## config.mk

```make
export PLATFORM = sky130hd
export DESIGN_NAME = event_ingress_arbiter
export DESIGN_NICKNAME = d
export VERILOG_FILES = /design/src/rtl/evt_ingress_pkg.sv /design/src/rtl/uart_evt_assembler.sv /design/src/rtl/event_ingress_arbiter.sv
export SDC_FILE = /design/constraint.sdc
export NUM_CORES = 1
export LEC_CHECK = 0
export ABC_AREA = 0
export CAP_MARGIN = 30
export CORE_ASPECT_RATIO = 0.9
export CORE_MARGIN = 3
export CORE_UTILIZATION = 50
export DETAILED_ROUTE_END_ITERATION = 10
export PLACE_DENSITY = 0.79
export SKIP_LAST_GASP = 1
export SYNTH_ARGS = -nofsm -noshare
export SYNTH_HDL_FRONTEND = slang
export SYNTH_SLANG_ARGS = --single-unit
```

## constraint.sdc

```tcl
create_clock -name clk -period 2.8 [get_ports clk]
set_input_delay 0.56 -clock clk [delete_from_list [all_inputs] [get_ports clk]]
set_output_delay 0.56 -clock clk [all_outputs]
set_load 0.005 [all_outputs]
```

## src/rtl/evt_ingress_pkg.sv

```systemverilog
// Shared types and the CD word packer for the event ingress front-end.
package evt_ingress_pkg;

  localparam logic [3:0] EVT_CD_OFF = 4'h0;
  localparam logic [3:0] EVT_CD_ON  = 4'h1;

  // Widest word the packer can build: 4-bit tag, 16-bit ts, two 16-bit coords.
  localparam int PACK_W = 64;

  typedef enum logic {
    ARB_UART_FIRST  = 1'b0,
    ARB_ROUND_ROBIN = 1'b1
  } arb_mode_e;

  typedef enum logic {
    SRC_UART   = 1'b0,
    SRC_SENSOR = 1'b1
  } src_e;

  typedef enum logic [2:0] {
    IDX_X_HI = 3'd0,
    IDX_X_LO = 3'd1,
    IDX_Y_HI = 3'd2,
    IDX_Y_LO = 3'd3,
    IDX_POL  = 3'd4
  } byte_idx_e;

  // Fields are masked to their widths, so callers may pass full hi/lo byte pairs.
  function automatic logic [PACK_W-1:0] pack_cd_word(
    input logic        pol,
    input logic [15:0] ts,
    input logic [15:0] x,
    input logic [15:0] y,
    input int          ts_bits,
    input int          coord_bits
  );
    logic [PACK_W-1:0] mask_ts;
    logic [PACK_W-1:0] mask_c;
    logic [PACK_W-1:0] word;
    mask_ts = (64'd1 << ts_bits) - 64'd1;
    mask_c  = (64'd1 << coord_bits) - 64'd1;
    word = {60'd0, (pol ? EVT_CD_ON : EVT_CD_OFF)} << (ts_bits + 2 * coord_bits);
    word = word | (({48'd0, ts} & mask_ts) << (2 * coord_bits));
    word = word | (({48'd0, x} & mask_c) << coord_bits);
    word = word | ({48'd0, y} & mask_c);
    return word;
  endfunction

endpackage

```

## src/rtl/uart_evt_assembler.sv

```systemverilog
// Builds CD event words from 5-byte UART packets, with idle-timeout resync
// and a single-entry pending slot that drops packets when still occupied.
module uart_evt_assembler
  import evt_ingress_pkg::*;
#(
  parameter int COORD_BITS   = 11,
  parameter int TS_BITS      = 6,
  parameter int DATA_WIDTH   = 4 + TS_BITS + 2 * COORD_BITS,
  parameter int BYTE_TIMEOUT = 2048
) (
  input  logic                  clk,
  input  logic                  rst,
  input  logic [15:0]           ts_now,
  input  logic [7:0]            byte_data,
  input  logic                  byte_valid,
  input  logic                  pend_take,
  output logic                  pend_valid,
  output logic [DATA_WIDTH-1:0] pend_data,
  output logic [15:0]           drop_count,
  output logic [7:0]            resync_count
);

  localparam int IDLE_W = $clog2(BYTE_TIMEOUT + 1);
  localparam logic [IDLE_W-1:0] IDLE_LAST = IDLE_W'(BYTE_TIMEOUT - 1);

  byte_idx_e             idx;
  byte_idx_e             idx_next;
  logic [7:0]            x_hi;
  logic [7:0]            x_lo;
  logic [7:0]            y_hi;
  logic [7:0]            y_lo;
  logic [IDLE_W-1:0]     idle_cnt;
  logic                  timeout;
  logic                  complete;
  logic [DATA_WIDTH-1:0] new_word;

  // A byte arriving on the timeout cycle takes precedence over the resync.
  assign timeout  = (idx != IDX_X_HI) && !byte_valid && (idle_cnt == IDLE_LAST);
  assign complete = byte_valid && (idx == IDX_POL);

  assign new_word = DATA_WIDTH'(pack_cd_word(byte_data[0], ts_now, {x_hi, x_lo},
                                             {y_hi, y_lo}, TS_BITS, COORD_BITS));

  always_ff @(posedge clk) begin
    if (rst) idx <= IDX_X_HI;
    else     idx <= idx_next;
  end

  always_comb begin
    idx_next = idx;
    if (byte_valid) begin
      case (idx)
        IDX_X_HI: idx_next = IDX_X_LO;
        IDX_X_LO: idx_next = IDX_Y_HI;
        IDX_Y_HI: idx_next = IDX_Y_LO;
        IDX_Y_LO: idx_next = IDX_POL;
        default:  idx_next = IDX_X_HI;
      endcase
    end else if (timeout) begin
      idx_next = IDX_X_HI;
    end
  end

  always_ff @(posedge clk) begin
    if (rst) begin
      x_hi <= '0;
      x_lo <= '0;
      y_hi <= '0;
      y_lo <= '0;
    end else if (byte_valid) begin
      case (idx)
        IDX_X_HI: x_hi <= byte_data;
        IDX_X_LO: x_lo <= byte_data;
        IDX_Y_HI: y_hi <= byte_data;
        IDX_Y_LO: y_lo <= byte_data;
        default: ;
      endcase
    end
  end

  always_ff @(posedge clk) begin
    if (rst || byte_valid || timeout || (idx == IDX_X_HI)) idle_cnt <= '0;
    else                                                   idle_cnt <= idle_cnt + 1'b1;
  end

  // The slot may be refilled in the same cycle the arbiter drains it.
  always_ff @(posedge clk) begin
    if (rst) begin
      pend_valid <= 1'b0;
      pend_data  <= '0;
      drop_count <= '0;
    end else if (complete && (!pend_valid || pend_take)) begin
      pend_valid <= 1'b1;
      pend_data  <= new_word;
    end else begin
      if (pend_take) pend_valid <= 1'b0;
      if (complete && (drop_count != '1)) drop_count <= drop_count + 16'd1;
    end
  end

  always_ff @(posedge clk) begin
    if (rst)                                     resync_count <= '0;
    else if (timeout && (resync_count != '1))    resync_count <= resync_count + 8'd1;
  end

endmodule

```

## src/rtl/event_ingress_arbiter.sv

```systemverilog
// Merges the sensor word stream and assembled UART events into one registered
// valid/ready stream using fixed-priority or round-robin arbitration.
module event_ingress_arbiter
  import evt_ingress_pkg::*;
#(
  parameter int COORD_BITS   = 11,
  parameter int TS_BITS      = 6,
  parameter int DATA_WIDTH   = 4 + TS_BITS + 2 * COORD_BITS,
  parameter int BYTE_TIMEOUT = 2048,
  parameter int ARB_MODE     = 0,
  parameter int UART_ENABLE  = 1
) (
  input  logic                  clk,
  input  logic                  rst,
  input  logic [15:0]           ts_now,
  input  logic [DATA_WIDTH-1:0] sens_data,
  input  logic                  sens_valid,
  output logic                  sens_ready,
  input  logic [7:0]            byte_data,
  input  logic                  byte_valid,
  output logic [DATA_WIDTH-1:0] out_data,
  output logic                  out_valid,
  input  logic                  out_ready,
  output logic [15:0]           drop_count,
  output logic [7:0]            resync_count
);

  localparam arb_mode_e MODE = (ARB_MODE != 0) ? ARB_ROUND_ROBIN : ARB_UART_FIRST;
  localparam logic UART_ON = (UART_ENABLE != 0);

  logic                  byte_valid_gated;
  logic                  pend_valid_raw;
  logic                  pend_valid;
  logic [DATA_WIDTH-1:0] pend_data;
  logic                  pend_take;
  logic                  load;
  logic                  grant_uart;
  logic                  grant_sensor;
  src_e                  last_grant;

  assign byte_valid_gated = UART_ON && byte_valid;
  assign pend_valid       = UART_ON && pend_valid_raw;

  uart_evt_assembler #(
    .COORD_BITS   (COORD_BITS),
    .TS_BITS      (TS_BITS),
    .DATA_WIDTH   (DATA_WIDTH),
    .BYTE_TIMEOUT (BYTE_TIMEOUT)
  ) u_assembler (
    .clk          (clk),
    .rst          (rst),
    .ts_now       (ts_now),
    .byte_data    (byte_data),
    .byte_valid   (byte_valid_gated),
    .pend_take    (pend_take),
    .pend_valid   (pend_valid_raw),
    .pend_data    (pend_data),
    .drop_count   (drop_count),
    .resync_count (resync_count)
  );

  // Round-robin favours whichever source did not win the previous grant.
  always_comb begin
    grant_uart   = 1'b0;
    grant_sensor = 1'b0;
    if (pend_valid && sens_valid) begin
      if ((MODE == ARB_ROUND_ROBIN) && (last_grant == SRC_UART)) grant_sensor = 1'b1;
      else                                                       grant_uart   = 1'b1;
    end else if (pend_valid) begin
      grant_uart = 1'b1;
    end else if (sens_valid) begin
      grant_sensor = 1'b1;
    end
  end

  assign load       = !out_valid || out_ready;
  assign sens_ready = !rst && load && grant_sensor;
  assign pend_take  = !rst && load && grant_uart;

  always_ff @(posedge clk) begin
    if (rst) begin
      out_valid  <= 1'b0;
      out_data   <= '0;
      last_grant <= SRC_UART;
    end else if (load) begin
      if (grant_uart) begin
        out_valid  <= 1'b1;
        out_data   <= pend_data;
        last_grant <= SRC_UART;
      end else if (grant_sensor) begin
        out_valid  <= 1'b1;
        out_data   <= sens_data;
        last_grant <= SRC_SENSOR;
      end else begin
        out_valid <= 1'b0;
      end
    end
  end

endmodule

```

==> impl_metrics.csv, run 1 <==
group,metric,value,unit
run_status,outcome,"finished clean",
clock_tree,worstSkewPairLatency,410,ps
synthesis,synth_warnings,0,
setup_path,r2r-end,"u_assembler.drop_count[14]",
synthesis,synth_edf_count,0,
sta,tns,0,ps
setup_path,reg2reg_from,"u_assembler.idx[1]",
global_route,grt_max_degree,94,
sta,fmax,378,MHz
setup_path,crit_end,"sens_ready",
floorplan,start_util,52.9,%
drt,dr_wl_met3,657,um
hold_path,holdCritPathClass,"flop to flop",
final_layout,antenna_cells,0,
place,port_buffers,108,
sta,setup_viol,0,
drt,highest_layer,"met4",
drt,wl_met2,7160,um
setup_path,cp-start-kind,"primary input",
drt,drt_pre_antenna_iters,5,
final_layout,nNetsFinal,755,
power_and_ir_drop,pwr_density_cell,628,mW/mm^2
setup_path,crit_buf_inv,2,
floorplan,dieArea,0.0118,sq mm
setup_path,required,2240,ps
sta,rsz0062_at_grt,"false",
setup_path,crit_fanout,2,
setup_path,crit_top_cell,"clkdlybuf4s50_1",
setup_path,crit_type,"primary input to output pin",
setup_path,crit_start,"out_ready",
floorplan,io_pins,119,
final_layout,design_area,0.00711,sq mm
sta,fin_crit,2650,ps
global_route,antenna_found_initial,0,
sta,hold_viol,0,
clock_tree,cts_sinks,124,
setup_path,crit_path_cell_trace,"clkdlybuf4s50_1 > and2b_1 > nor3b_1 > and2_1 > clkdlybuf4s50_1",
drt,viasPerCell,5.85,
global_route,track_usage,23.9,%
global_route,grt_pass1_wl,23300,um
setup_path,slowest_stage,"clkdlybuf4s50_1",
setup_path,end_kind,"output pin",
drt,drc,0,
setup_path,rrSetupSlack,740,ps
setup_path,cp_slowest_stage_delay,490,ps
sta,final.period_utilization,94.6,%
synthesis,ys_seq_area_share,46.9,%
synthesis,synth_area,0.00529,sq mm
sta,drv_slew,0,
drt,finalWirelength,14000,um
drt,drtIter0Drc,302,
clock_tree,hold_buffers,0,
synthesis,synth.ff_latch_count,124,
sta,relSlewSlack,35.0,%
drt,wl_per_cell,16.9,um
floorplan,die_w,114,um
global_route,grt_pass1_vias,4751,
place,gp_congestion,0.835,
floorplan,core,0.0100,sq mm
clock_tree,cts_buffers,17,
synthesis,ys_types,53,
clock_tree,cts-root-buf,"clkbuf_16",
power_and_ir_drop,total_leakage_power,2.39,nW
synthesis,synth_fp_nets,660,
synthesis,ys.flop_type,"dfxtp_1",
clock_tree,cts_max_path_buffers,2,
clock_tree,htree_num_levels,4,
power_and_ir_drop,ir_drop,0.448,mV
synthesis,syn_inst,596,
clock_tree,cts_tree,"yes",
floorplan,fp.dieH,104,um
global_route,gr-total-overflow,0,
place,dpl-instance-area,0.00648,sq mm
sta,fin_skew,7.46,ps
setup_path,r2r_cells,4,
floorplan,num_rows,34,
clock_tree,postCtsSetupBuffers,0,
flow_run,cap_violations,0,
drt,ant_nets,0,
final_layout,synthToLayoutAreaGrowth,34.4,%
sta,tightest_slew,976,ps
setup_path,crit_arrival,2090,ps
final_layout,nFillCells,769,
final_layout,drive_above_1_share,8.69,%
clock_tree,cts_resized,0,
clock_tree,clk_pin_slew,50,ps
drt,dr_total_vias,4840,
synthesis,syn_avg_cell_area,8.87,sq um
setup_path,crit_cells,5,
synthesis,ys_async_sr_fraction,0,%
place,dp_cells,798,
place,hpwlAfterDp,9100,um
final_layout,final-instance-count-excl-fill,828,
setup_path,crit_family,"buffers and inverters",
drt,wl_met1,6030,um
routing by layer:
metal,track usage (%),up-vias
met4,6.79,0
met5,0,-
met2,41.4,145
met3,5.07,13
met1,29.7,2306
li1,-,2376
report_power, final:
| group | switching (mW) | internal (mW) | total [mW] |
|---|---|---|---|
| Clock | 0.737 | 1.56 | 2.29 |
| Sequential | 0.0313 | 1.82 | 1.85 |
| Combinational | 0.143 | 0.182 | 0.325 |
layout by cell type (no fill, tap or decap), types with 3 or more instances in the layout:
| master | synthesis | layout |
|---|---|---|
| a22oi_1 | 3 | 3 |
| a211oi_1 | 31 | 31 |
| o31ai_1 | 10 | 10 |
| nor3_1 | 7 | 7 |
| and4_1 | 4 | 4 |
| nor2b_1 | 4 | 4 |
| or3_1 | 4 | 4 |
| nand2_1 | 26 | 26 |
| or4_1 | 10 | 10 |
| nor4_1 | 8 | 7 |
| clkbuf_16 | 0 | 17 |
| nand3_1 | 42 | 42 |
| mux2_2 | 3 | 3 |
| o21ai_0 | 37 | 36 |
| buf_4 | 2 | 15 |
| mux2i_1 | 43 | 43 |
| nand4_1 | 11 | 11 |
| and2_1 | 3 | 3 |
| ha_1 | 3 | 3 |
| and3_1 | 4 | 4 |
| nor2_1 | 71 | 70 |
| a21oi_1 | 54 | 54 |
| dfxtp_1 | 124 | 123 |
| inv_1 | 8 | 8 |
| bufinv_16 | 0 | 3 |
| clkbuf_8 | 0 | 7 |
| xnor2_1 | 4 | 4 |
| xor2_1 | 7 | 7 |
| clkdlybuf4s50_1 | 0 | 107 |
kinds of logic after synthesis:
family / share of synthesized area [%]
flops: 46.9
simple gates: 19.5
mux: 8.78
buf+inv: 4.45
fa+ha+maj: 0.710
compound gates: 17.8
xor+xnor: 1.82
flip-flops by register name, summed over array words and instances (netlist names):
name	cells
out_data	32
out_valid	1
u_assembler.drop_count	16
u_assembler.idle_cnt	12
u_assembler.idx	3
u_assembler.pend_data	29
u_assembler.pend_valid	1
u_assembler.resync_count	8
u_assembler.x_hi	3
u_assembler.x_lo	8
u_assembler.y_hi	3
u_assembler.y_lo	8
worst min-delay path by stage:
stage,startpoint,slack (ps),cells past startpoint,end
detailed placement,u_assembler.y_lo[0],450,2,u_assembler.y_lo[0]
floorplan,u_assembler.idle_cnt[0],430,1,u_assembler.idle_cnt[0]
global route,u_assembler.x_lo[0],480,2,u_assembler.pend_data[11]
global placement,u_assembler.idle_cnt[0],440,1,u_assembler.idle_cnt[0]
finish,u_assembler.y_lo[0],460,2,u_assembler.y_lo[0]
CTS,u_assembler.y_lo[0],460,2,u_assembler.y_lo[0]
tightest hold or removal path, cell delays in order, from the launching register on:
cell	delay, ps
dfxtp_1	300
nand2_1	50
a21oi_1	50
cells in the mapped netlist (all sizes together) (3+ instances only):
cell	n	area, sq um
nand4	12	81.3
a211oi	31	233
buf	18	92.6
clkbuf	29	109
o21ai	37	185
and3	4	25.0
or3	4	25.0
ha	3	37.5
xnor2	4	35.0
o2111ai	3	43.8
nor2b	4	25.0
o31ai	10	75.1
or4	10	75.1
mux2i	43	430
nand2	26	97.6
and4	4	35.0
dfxtp	124	2480
nor4	8	50.1
xor2	7	61.3
nor2	71	267
a21oi	54	270
nand3	42	210
mux2	3	33.8
nor3	7	35.0
inv	9	33.8
a22oi	3	22.5
and2	3	18.8
final cells by class:
class	instances	area, sq um	area share (%)
Multi-Input combinational cell	416	2600	36.6
Timing Repair Buffer	123	1200	16.9
Clock inverter	5	104	1.46
Inverter	9	33.8	0.475
Clock buffer	25	526	7.40
Tap cell	126	158	2.22
Sequential cell	124	2480	35.0
stage by stage:
step	util [%]	hold WS, ps	power (mW)	worst slack (ps)
floorplan	-	426	2.01	927
finish	71.1	456	4.47	152
global route	71.1	485	4.60	85.4
detailed placement	64.8	449	2.21	139
global placement	64.8	442	2.19	151
CTS	71.1	456	4.48	137
No activity file was read; power rests on OpenSTA's default activity.
==> inputs of run 2 (changes only) <==
--- a/config.mk
+++ b/config.mk
@@ -7,3 +7,2 @@
 export LEC_CHECK = 0
-export ABC_AREA = 0
 export CAP_MARGIN = 30
==> constraint.sdc (replaced) <==
create_clock -name clk -period 2.7 [get_ports clk]
set_input_delay 0.54 -clock clk [delete_from_list [all_inputs] [get_ports clk]]
set_output_delay 0.54 -clock clk [all_outputs]
set_load 0.05 [all_outputs]
==> impl_metrics.csv, run 2 (synthesized netlist as in run 1, its figures left out) <==
group,metric,value,unit
setup_path,r2r-end,"u_assembler.idle_cnt[3]",
sta,tightest_slew,547,ps
setup_path,rrSetupSlack,670,ps
power_and_ir_drop,combPwrFrac,9.9,%
drt,dr_total_vias,4944,
flow_run,cap_violations,0,
clock_tree,cts_max_path_buffers,2,
drt,finalWirelength,14000,um
final_layout,nNetsFinal,760,
floorplan,dieArea,0.0118,sq mm
setup_path,crit_arrival,1980,ps
final_layout,top_register,"out_data",
place,port_buffers,108,
place,hpwlAfterDp,9250,um
drt,viasPerCell,5.93,
sta,final.period_utilization,93.2,%
global_route,grt_max_degree,59,
power_and_ir_drop,p_clk_share,49.7,%
sta,fin_skew,8.57,ps
sta,drv_slew,0,
power_and_ir_drop,p_int,3.61,mW
clock_tree,cts_tree,"yes",
sta,fin_crit,2520,ps
global_route,track_usage,24.0,%
sta,relSlewSlack,63.4,%
run_status,outcome,"finished clean",
clock_tree,cts_buffers,17,
drt,ant_nets,0,
clock_tree,clk_pin_slew,50,ps
final_layout,layout_common_cells,"123 x dfxtp_1, 106 x clkdlybuf4s50_1, 70 x nor2_1, 54 x a21oi_1, 43 x mux2i_1",
power_and_ir_drop,pwr_density_cell,665,mW/mm^2
clock_tree,cts_resized,0,
floorplan,die_w,114,um
place,gp_congestion,0.826,
floorplan,num_rows,34,
clock_tree,postCtsSetupBuffers,0,
clock_tree,cts-root-buf,"clkbuf_16",
setup_path,crit_fanout,6,
final_layout,seqCellArea,0.00248,sq mm
setup_path,cp-start-kind,"primary input",
global_route,antenna_found_initial,0,
hold_path,holdPathStages,2,
final_layout,reg_top3,"out_data: 32 flops, u_assembler.pend_data: 29 flops, u_assembler.drop_count: 16 flops",
setup_path,end_kind,"output pin",
clock_tree,worstSkewPairLatency,410,ps
setup_path,reg2reg_from,"u_assembler.idle_cnt[0]",
sta,tns,0,ps
clock_tree,htree_num_levels,4,
final_layout,antenna_cells,0,
global_route,gr-total-overflow,0,
setup_path,crit_type,"primary input to output pin",
final_layout,nFillCells,707,
setup_path,required,2160,ps
floorplan,start_util,52.9,%
power_and_ir_drop,p_seq_share,40.3,%
hold_path,holdCritPathClass,"flop to flop",
hold_path,min_to,"u_assembler.y_lo[3]",
power_and_ir_drop,p_switching,1.14,mW
final_layout,largest_register_ffs,32,
drt,drtIter0Drc,353,
final_layout,drive_above_1_share,9.75,%
power_and_ir_drop,total_leakage_power,2.40,nW
sta,hold_viol,0,
sta,setup_viol,0,
power_and_ir_drop,power,4.75,mW
power_and_ir_drop,swShare,23.9,%
drt,drt_pre_antenna_iters,5,
power_and_ir_drop,ir_drop,0.602,mV
sta,rsz0062_at_grt,"false",
drt,wl_per_cell,16.8,um
hold_path,hp-start,"u_assembler.y_lo[3]",
setup_path,r2r_cells,6,
floorplan,io_pins,119,
drt,drc,0,
floorplan,core,0.0100,sq mm
final_layout,synthToLayoutAreaGrowth,35.1,%
final_layout,mostFrequentLayoutCell,"dfxtp_1",
clock_tree,cts_sinks,124,
sta,fmax,397,MHz
final_layout,multi_input_area,0.00260,sq mm
floorplan,fp.dieH,104,um
global_route,grt_pass1_wl,23200,um
global_route,grt_pass1_vias,4751,
clock_tree,hold_buffers,0,
-- run 2: metal layers --
layer	up-vias	track usage (%)	part of all wire, %
met1	2384	29.1	41
met4	0	8.74	1.9
met5	-	0	0
met3	23	6.06	5.1
met2	153	40.7	52
li1	2384	-	-
-- run 2: worst max-delay path by stage --
| stage | from | to | depth (start not counted) |
|---|---|---|---|
| CTS | out_ready | sens_ready | 5 |
| global placement | byte_valid | u_assembler.drop_count[14] | 5 |
| finish | out_ready | sens_ready | 5 |
| detailed placement | byte_valid | u_assembler.pend_data[20] | 7 |
| global route | out_ready | sens_ready | 5 |
| floorplan | out_valid | sens_ready | 3 |
-- run 2: per-stage QoR --
stage | cell area, sq um | hold WS [ps] | worst slack [ps] | instances | util (%)
2_1_floorplan | 5290 | 426 | 572 | 596 | -
3_3_place_gp | 6520 | 441 | 212 | 803 | 65.3
3_5_place_dp | 6520 | 450 | 122 | 803 | 65.3
4_1_cts | 7140 | 458 | 178 | 834 | 71.5
5_1_grt | 7140 | 477 | 107 | 834 | 71.5
6_report | 7140 | 458 | 183 | 834 | 71.5
-- run 2: power groups by stage --
stage / logic, mW / registers (mW) / clock network, mW
after floorplan: 0.145 / 2.07 / 0
after global placement: 0.458 / 1.95 / 0
after detailed placement: 0.467 / 1.95 / 0
after CTS: 0.472 / 1.91 / 2.39
after global routing: 0.501 / 1.92 / 2.46
final: 0.471 / 1.92 / 2.36
-- run 2: worst max-delay path, cell delays in order --
cell	delay, ps
clkdlybuf4s50_1	470
and2b_1	270
nor3b_1	310
and2_1	230
buf_12	150
-- run 2: layout make-up --
type	count	area share, %
clock buffers	17	5.95
inverters	9	0.473
flip-flops and latches	124	34.8
well taps	126	2.21
repair buffers	128	17.5
clock inverters	14	2.73
multi-input cells	416	36.4
